### src/rtl/ifu_fetch_if.sv
// Instruction-fetch read channel between the IFU (master) and the instruction SRAM (slave).
// AR and R each use valid/ready: a beat transfers on the rising CLK edge where both are 1; the sender holds valid and payload stable until then.
interface ifu_fetch_if #(
    parameter int ADDR_WIDTH = 32,
    parameter int DATA_WIDTH = 32
);
    logic [ADDR_WIDTH-1:0] IFU_AXI4_ARADDR;
    logic                  IFU_AXI4_ARVALID;
    logic                  IFU_AXI4_ARREADY;
    logic [DATA_WIDTH-1:0] IFU_AXI4_RDATA;
    logic                  IFU_AXI4_RVALID;
    logic                  IFU_AXI4_RREADY;

    modport master (
        output IFU_AXI4_ARADDR,
        output IFU_AXI4_ARVALID,
        input  IFU_AXI4_ARREADY,
        input  IFU_AXI4_RDATA,
        input  IFU_AXI4_RVALID,
        output IFU_AXI4_RREADY
    );

    modport slave (
        input  IFU_AXI4_ARADDR,
        input  IFU_AXI4_ARVALID,
        output IFU_AXI4_ARREADY,
        output IFU_AXI4_RDATA,
        output IFU_AXI4_RVALID,
        input  IFU_AXI4_RREADY
    );
endinterface

### src/rtl/ifu_fetch.sv
// Single-outstanding instruction fetch unit: AR -> R -> OUT per instruction, with redirects
// that never abandon an AXI handshake (in-flight data is discarded instead).
module ifu_fetch #(
    parameter int                    ADDR_WIDTH = 32,
    parameter int                    DATA_WIDTH = 32,
    parameter logic [ADDR_WIDTH-1:0] RESET_PC   = ADDR_WIDTH'(32'h8000_0000)
) (
    input  logic                  CLK,
    input  logic                  rstn,
    ifu_fetch_if.master           axi,
    output logic                  inst_valid,
    output logic [DATA_WIDTH-1:0] inst,
    output logic [ADDR_WIDTH-1:0] inst_pc,
    input  logic                  inst_ready,
    input  logic                  redirect_valid,
    input  logic [ADDR_WIDTH-1:0] redirect_pc,
    output logic [1:0]            state_dbg
);
    typedef enum logic [1:0] {
        S_IDLE = 2'd0,
        S_AR   = 2'd1,
        S_R    = 2'd2,
        S_OUT  = 2'd3
    } state_t;

    localparam logic [ADDR_WIDTH-1:0] ALIGN_MASK = ~ADDR_WIDTH'(3);
    localparam logic [ADDR_WIDTH-1:0] PC_STEP    = ADDR_WIDTH'(4);

    state_t                state;
    logic [ADDR_WIDTH-1:0] pc;
    logic [DATA_WIDTH-1:0] inst_q;
    logic [ADDR_WIDTH-1:0] inst_pc_q;
    logic                  flush_pend;
    logic [ADDR_WIDTH-1:0] redir_pc;
    logic                  ar_valid_q;
    logic                  r_ready_q;
    logic                  inst_valid_q;

    // Handshake outputs are flops written alongside the state, so no input reaches them combinationally.
    always_ff @(posedge CLK) begin
        if (!rstn) begin
            state        <= S_IDLE;
            pc           <= RESET_PC & ALIGN_MASK;
            inst_q       <= '0;
            inst_pc_q    <= '0;
            flush_pend   <= 1'b0;
            redir_pc     <= '0;
            ar_valid_q   <= 1'b0;
            r_ready_q    <= 1'b0;
            inst_valid_q <= 1'b0;
        end else begin
            case (state)
                S_IDLE: begin
                    if (redirect_valid) pc <= redirect_pc & ALIGN_MASK;
                    state      <= S_AR;
                    ar_valid_q <= 1'b1;
                end

                S_AR: begin
                    // ARADDR is the PC, so a redirect here is parked rather than applied.
                    if (redirect_valid) begin
                        flush_pend <= 1'b1;
                        redir_pc   <= redirect_pc & ALIGN_MASK;
                    end
                    if (axi.IFU_AXI4_ARREADY) begin
                        state      <= S_R;
                        ar_valid_q <= 1'b0;
                        r_ready_q  <= 1'b1;
                    end
                end

                S_R: begin
                    if (redirect_valid) begin
                        flush_pend <= 1'b1;
                        redir_pc   <= redirect_pc & ALIGN_MASK;
                    end
                    if (axi.IFU_AXI4_RVALID) begin
                        r_ready_q <= 1'b0;
                        if (redirect_valid) begin
                            pc         <= redirect_pc & ALIGN_MASK;
                            flush_pend <= 1'b0;
                            state      <= S_AR;
                            ar_valid_q <= 1'b1;
                        end else if (flush_pend) begin
                            pc         <= redir_pc;
                            flush_pend <= 1'b0;
                            state      <= S_AR;
                            ar_valid_q <= 1'b1;
                        end else begin
                            inst_q       <= axi.IFU_AXI4_RDATA;
                            inst_pc_q    <= pc;
                            state        <= S_OUT;
                            inst_valid_q <= 1'b1;
                        end
                    end
                end

                S_OUT: begin
                    // Redirect wins over inst_ready: the held word is dropped, not delivered.
                    if (redirect_valid) begin
                        pc           <= redirect_pc & ALIGN_MASK;
                        state        <= S_AR;
                        inst_valid_q <= 1'b0;
                        ar_valid_q   <= 1'b1;
                    end else if (inst_ready) begin
                        pc           <= pc + PC_STEP;
                        state        <= S_AR;
                        inst_valid_q <= 1'b0;
                        ar_valid_q   <= 1'b1;
                    end
                end

                default: begin
                    state        <= S_IDLE;
                    ar_valid_q   <= 1'b0;
                    r_ready_q    <= 1'b0;
                    inst_valid_q <= 1'b0;
                end
            endcase
        end
    end

    assign axi.IFU_AXI4_ARADDR  = pc;
    assign axi.IFU_AXI4_ARVALID = ar_valid_q;
    assign axi.IFU_AXI4_RREADY  = r_ready_q;
    assign inst_valid           = inst_valid_q;
    assign inst                 = inst_q;
    assign inst_pc              = inst_pc_q;
    assign state_dbg            = state;
endmodule
### src/flat_wrapper.sv
// flat-port wrapper written by rule: the top's interface ports become plain ports
module ifu_fetch_flat 
#(
    parameter int                    ADDR_WIDTH = 32,
    parameter int                    DATA_WIDTH = 32,
    parameter logic [ADDR_WIDTH-1:0] RESET_PC   = ADDR_WIDTH'(32'h8000_0000)
)
  (CLK, rstn, inst_valid, inst, inst_pc, inst_ready, redirect_valid, redirect_pc, state_dbg, axi_IFU_AXI4_ARADDR, axi_IFU_AXI4_ARVALID, axi_IFU_AXI4_ARREADY, axi_IFU_AXI4_RDATA, axi_IFU_AXI4_RVALID, axi_IFU_AXI4_RREADY);
  ifu_fetch_if #(.ADDR_WIDTH(ADDR_WIDTH), .DATA_WIDTH(DATA_WIDTH)) axi_i ();
  input  logic CLK;
  input  logic rstn;
  output logic inst_valid;
  output logic [DATA_WIDTH-1:0] inst;
  output logic [ADDR_WIDTH-1:0] inst_pc;
  input  logic inst_ready;
  input  logic redirect_valid;
  input  logic [ADDR_WIDTH-1:0] redirect_pc;
  output logic [1:0] state_dbg;
  output wire logic [$bits(axi_i.IFU_AXI4_ARADDR)-1:0] axi_IFU_AXI4_ARADDR;
  output wire logic [$bits(axi_i.IFU_AXI4_ARVALID)-1:0] axi_IFU_AXI4_ARVALID;
  input wire logic [$bits(axi_i.IFU_AXI4_ARREADY)-1:0] axi_IFU_AXI4_ARREADY;
  input wire logic [$bits(axi_i.IFU_AXI4_RDATA)-1:0] axi_IFU_AXI4_RDATA;
  input wire logic [$bits(axi_i.IFU_AXI4_RVALID)-1:0] axi_IFU_AXI4_RVALID;
  output wire logic [$bits(axi_i.IFU_AXI4_RREADY)-1:0] axi_IFU_AXI4_RREADY;
  assign axi_IFU_AXI4_ARADDR = axi_i.IFU_AXI4_ARADDR;
  assign axi_IFU_AXI4_ARVALID = axi_i.IFU_AXI4_ARVALID;
  assign axi_i.IFU_AXI4_ARREADY = axi_IFU_AXI4_ARREADY;
  assign axi_i.IFU_AXI4_RDATA = axi_IFU_AXI4_RDATA;
  assign axi_i.IFU_AXI4_RVALID = axi_IFU_AXI4_RVALID;
  assign axi_IFU_AXI4_RREADY = axi_i.IFU_AXI4_RREADY;
  ifu_fetch #(.ADDR_WIDTH(ADDR_WIDTH), .DATA_WIDTH(DATA_WIDTH), .RESET_PC(RESET_PC)) u_core (.CLK(CLK), .rstn(rstn), .axi(axi_i), .inst_valid(inst_valid), .inst(inst), .inst_pc(inst_pc), .inst_ready(inst_ready), .redirect_valid(redirect_valid), .redirect_pc(redirect_pc), .state_dbg(state_dbg));
endmodule
### config.mk
export PLATFORM = sky130hd
export DESIGN_NAME = ifu_fetch_flat
export DESIGN_NICKNAME = d
export VERILOG_FILES = /design/src/rtl/ifu_fetch_if.sv /design/src/rtl/ifu_fetch.sv /design/src/flat_wrapper.sv
export SDC_FILE = /design/constraint.sdc
export NUM_CORES = 1
export LEC_CHECK = 0
export ABC_CLOCK_PERIOD_IN_PS = 3100
export CORE_UTILIZATION = 40
export DETAILED_ROUTE_END_ITERATION = 8
export PLACE_DENSITY = 0.71
export SLEW_MARGIN = 20
export SYNTH_ARGS = -nofsm -noshare
export SYNTH_HDL_FRONTEND = slang
export SYNTH_SLANG_ARGS = --single-unit
### constraint.sdc
create_clock -name CLK -period 3.1 [get_ports CLK]
set_input_delay 0.465 -clock CLK [delete_from_list [all_inputs] [get_ports CLK]]
set_output_delay 0.465 -clock CLK [all_outputs]
set_load 0.1 [all_outputs]
After elaboration in Yosys (flattened, before gate mapping)
Index checks and enable logic that the tools add are counted.
{"block": "totals", "ff_bits": 132, "latchBits": 0, "ram_bits": 0, "romBits": 0, "inputBits": 70, "out_inout_bits": 101, "n_memories": 0}
{"block": "classes", "add_sub_neg": 1, "n_mul": 0, "n_div": 0, "n_lt_le_gt_ge": 0, "n_eq_ne": 10, "shifts": 0, "mux": 35, "n_bitwise": 2, "reduce_logical": 12}
{"cell": "two-way mux 32 bit", "n": 6}
{"cell": "case mux 32 bit (3 select lines)", "n": 1}
{"cell": "adder 32 x 3 -> 32 bit, second input constant", "n": 1}
{"cell": "two-way mux 1 bit", "n": 17}
{"cell": "two-way mux 2 bit", "n": 6}
{"cell": "inequality test 2 bit, second input constant", "n": 5}
{"cell": "AND reduction 5 bit", "n": 2}
{"cell": "case mux 2 bit (4 select lines)", "n": 1}
{"cell": "AND reduction 4 bit", "n": 2}
{"cell": "case mux 1 bit (2 select lines)", "n": 3}
{"cell": "AND reduction 3 bit", "n": 2}
{"cell": "== test 2 bit, second input constant", "n": 2}
{"cell": "case mux 1 bit (4 select lines)", "n": 1}
{"cell": "nonzero test 2 bit", "n": 2}
{"cell": "inequality test 3 x 2 -> 1 bit, second input constant", "n": 1}
{"cell": "inequality test 3 bit, second input constant", "n": 1}
{"cell": "nonzero test 3 bit", "n": 1}
{"cell": "== test 2 x 1 -> 1 bit, second input constant", "n": 1}
{"cell": "logical NOT 2 bit", "n": 1}
{"cell": "inverter 1 bit", "n": 2}
{"cell": "AND reduction 2 bit", "n": 1}
{"cell": "OR reduction 2 bit", "n": 1}

Logic depth before layout (Yosys ltp)
{"block": "depth", "depth_word": 5, "depth_mapped": 10, "ltp_nobuf": 7}

Least setup slack after synthesis
OpenSTA, ideal clock, no wires.
{"block": "synth_path", "path_type": "register to register", "start": "register u_core.state[0], in the netlist u_core.state_dbg[0]", "end": "register u_core.pc[31], in the netlist u_core.axi.IFU_AXI4_ARADDR[31]", "setup_ns": 0.135, "arrival_ns": 2.795, "setup_slack_ns": 0.171, "stages_incl_launch_ff": 11, "n_path_buf": 3, "period_less_slack_ns": 2.929, "path_cell_list": "dfxtp_1 > inv_1 > ha_1 > buf_2 > nor2b_1 > a211o_1 > or2_0 > clkbuf_1 > buf_4 > nor4_1 > o41ai_1"}
{"block": "synth_between", "elab_chain_len": 3, "elab_cells_between_ends": 10, "classes_between": "eq/ne (6); mux (1); reduce/logical (3)"}
{"item": "from (decl)", "line_no": "ifu_fetch.sv:29", "text": "state_t state;"}
{"item": "from (signal assigned)", "line_no": "ifu_fetch.sv:42", "text": "state <= S_IDLE;"}
{"item": "from (signal assigned)", "line_no": "ifu_fetch.sv:55", "text": "state <= S_AR;"}
{"item": "from (signal assigned)", "line_no": "ifu_fetch.sv:66", "text": "state <= S_R;"}
{"item": "== test 2 bit or logical NOT 2 bit (tied branches)", "line_no": "ifu_fetch.sv:52", "text": "case (state)"}
{"item": "inequality test 3 x 2 -> 1 bit (no source line) (tied with other cells)"}
{"item": "AND reduction 5 bit (no source line)"}
{"item": "to (signal assigned)", "line_no": "ifu_fetch.sv:43", "text": "pc <= RESET_PC & ALIGN_MASK;"}
{"item": "to (signal assigned)", "line_no": "ifu_fetch.sv:54", "text": "if (redirect_valid) pc <= redirect_pc & ALIGN_MASK;"}
{"item": "to (signal assigned)", "line_no": "ifu_fetch.sv:80", "text": "pc <= redirect_pc & ALIGN_MASK;"}
{"item": "to (decl)", "line_no": "ifu_fetch.sv:30", "text": "logic [ADDR_WIDTH-1:0] pc;"}
Parallel ways exist; a longest one is shown, timed or not.
A chain may end at the register's enable or synchronous reset.

Final worst setup path
Same ends and word-level chain as after synthesis.

==> impl_metrics.csv <==
group,metric,value,unit
cts,hold_buffers,0,
cts,clock_path_buffers,2,
cts,tritoncts,"yes",
placed_design,dp_slack,0.409,ns
cts,numCtsBuffers,17,
worst_setup_path,critPathCaptureType,"flip-flop",
status,status,"complete, no violations",
cts,cts-root-buf,"clkbuf_16",
power,leakagePower,2.97,nW
layout,area_growth,35.5,%
floorplan,placeableCoreArea,14000,sq um
layout,diodes,0,
synthesis,synth_top_cell_by_area,"dfxtp_1",
sta,timing.slew.headroom,55.9,%
synthesis,ys_seq_area_share,44.4,%
floorplan,die-area,14900,sq um
cts,htree_levels,4,
sta,min_period_over_period,77.3,%
synthesis,avgSynthCellArea,7.70,sq um
sta,slew_violations,0,
route,drc,0,
sta,setup_ws,0.703,ns
route,viasPerCell,5.37,
cts,cts_setup_buffers,0,
synthesis,synth.top_cell.area_share,44.4,%
global_route,grt_usage,23.6,%
global_route,gr-total-overflow,0,
power,peakVddDrop,0.374,mV
cts,cts_num_sinks,128,
sta,fmax,0.417,GHz
run,cap_violations,0,
synthesis,ys_warn_count,0,
power,p_total,4.88,mW
synthesis,synth_area_leaders,"dfxtp_1 44%, nand2_1 14%, a21oi_1 10%, clkbuf_1 3.0%, o21ai_0 1.9%",
synthesis,yosysUniqueCellTypes,61,
power,powerDensity,624,nW/um^2
worst_setup_path,startpoint_type,"flip-flop",
worst_setup_path,critPathArrivalTime,2.69,ns
synthesis,synthArstFlopShare,0,%
synthesis,netlist_instances,750,
layout,multiInputGateArea,2940,sq um
synthesis,synth_enable_flop_cells,0,
route,wl,17300,microns
cts,clk_pin_slew,0.05,ns
sta,fin_setup_tns,0,ns
route,ant_nets,0,
global_route,grt_antenna_before_repair,0,
floorplan,die_x,122,microns
sta,rsz0062_at_grt,"false",
layout,nFillCells,1373,
floorplan,io-pin-count,171,
sta,hold_viol,0,
global_route,grt_pass1_vias,5021,
layout,regArea,2560,sq um
route,drtIter0Drc,514,
cts,clk_latency,0.42,ns
layout,drive_gt1_share,16.7,%
worst_setup_path,crit_required,3.39,ns
synthesis,post-synth-top-count-cell,"nand2_1",
synthesis,syn_area,5770,sq um
sta,setup_viol,0,
global_route,grt_max_degree,63,
synthesis,ys_ff_latch,128,
placed_design,post-dp-hpwl,11700,microns
route,avgRoutedWirePerCell,16.0,microns
floorplan,die_h,122,microns
synthesis,synth_common_cells,"211 x nand2_1, 128 x dfxtp_1, 119 x a21oi_1, 46 x clkbuf_1, 27 x nor2_1",
floorplan,rows,43,
global_route,grt_first_pass_wirelength,27200,microns
cts,cts_resized,0,
sta,max_slew.worst_pin.slew,0.661,ns
placed_design,io_buffers,164,
route,drt_first_pass_iters,5,
route,num_vias,5816,
sta,clock_skew,0.0113,ns
worst_hold_path,hp-class,"flip-flop to flip-flop",
sta,min_period,2.40,ns
layout,nets,972,
worst_setup_path,critPathMaxFanout,16,
synthesis,ys.flop_type,"dfxtp_1",
placed_design,place_congestion,0.892,
worst_setup_path,worstSetupPathType,"flip-flop to flip-flop",
floorplan,initial_core_util,41.3,%
==> cell type report <==
cell class                      instances  share of cell area, %
Clock buffer                           25                   6.08
Clock inverter                          2                  0.128
Inverter                                8                  0.400
Multi-Input combinational cell        556                   37.6
Sequential cell                       128                   32.7
Tap cell                              180                   2.88
Timing Repair Buffer                  185                   20.2
==> worst max-delay path: stages (launching register included) <==
cell	delay, ns
dfxtp_1	0.43
inv_1	0.10
ha_1	0.21
nor2b_1	0.16
a211o_1	0.34
or2_0	0.37
buf_4	0.26
nor4_1	0.31
o41ai_1	0.09
==> final timing paths <==
| check | slack (ns) | from | cells past startpoint | end |
|---|---|---|---|---|
| worst max-delay path | 0.70 | u_core.state_dbg[0] | 8 | u_core.axi.IFU_AXI4_ARADDR[31] |
| worst min-delay path | 0.45 | u_core.inst_pc[20] | 2 | u_core.inst_pc[20] |
| worst max register to register | 0.70 | u_core.state_dbg[0] | 8 | u_core.axi.IFU_AXI4_ARADDR[31] |
| worst min register to register | 0.45 | u_core.inst_pc[20] | 2 | u_core.inst_pc[20] |
==> sequential cells by signal, indices dropped and copies added (netlist names) <==
name,cells
u_core.inst_pc,30
u_core.axi.IFU_AXI4_ARVALID,1
u_core.flush_pend,1
u_core.redir_pc,30
u_core.state_dbg,2
u_core.axi.IFU_AXI4_ARADDR,30
u_core.inst,32
u_core.inst_valid,1
u_core.axi.IFU_AXI4_RREADY,1
==> per-stage QoR <==
step                std cells  instance area (sq um)  hold WS [ns]  utilization, %
floorplan                 753                   5780         0.436               -
global placement         1057                   7340         0.442            52.5
detailed placement       1057                   7340         0.447            52.5
CTS                      1084                   7830         0.454            55.9
global route             1084                   7830         0.464            55.9
finish                   1084                   7830         0.451            55.9
==> metal layers <==
metal | part of all wire [%] | up-vias | global-route usage, %
met2 | 44 | 208 | 34.4
met3 | 6.7 | 26 | 4.49
met1 | 47 | 2666 | 34.2
met4 | 1.8 | 0 | 8.99
li1 | - | 2916 | -
met5 | 0 | - | 0
==> placed cells by master, fill, tap and decap left out, types with 5 or more instances in the layout <==
cell type	n
buf_4	116
a211oi_1	6
dfxtp_1	128
nor3_1	19
inv_1	6
nand2b_1	5
a22o_1	10
a21o_1	6
nand4_1	6
nor2_1	27
a21oi_1	119
a22oi_1	13
nand2_1	211
clkbuf_1	6
o21ai_0	22
a32o_1	5
clkbuf_16	17
ha_1	6
a31oi_1	12
nand3_1	10
clkdlybuf4s50_1	67
a221oi_1	8
==> power by group <==
| group | internal, mW | switching, mW | leakage [nW] |
|---|---|---|---|
| sequential | 1.76 | 0.158 | 1.04 |
| combinational | 0.342 | 0.918 | 1.69 |
| clock | 1.04 | 0.671 | 0.239 |
==> kinds of logic (layout without fill, tap and decap cells) <==
group	after synthesis	count (layout)	share of synthesized area, %
mux	1	1	0.173
fa+ha+maj	6	6	1.30
compound gates	229	229	24.5
xor+xnor	4	4	0.607
other cells	1	4	0.0650
buf+inv	69	220	4.99
simple gates	312	312	24.0
flops	128	128	44.4
(Power assumes the default switching activity.)
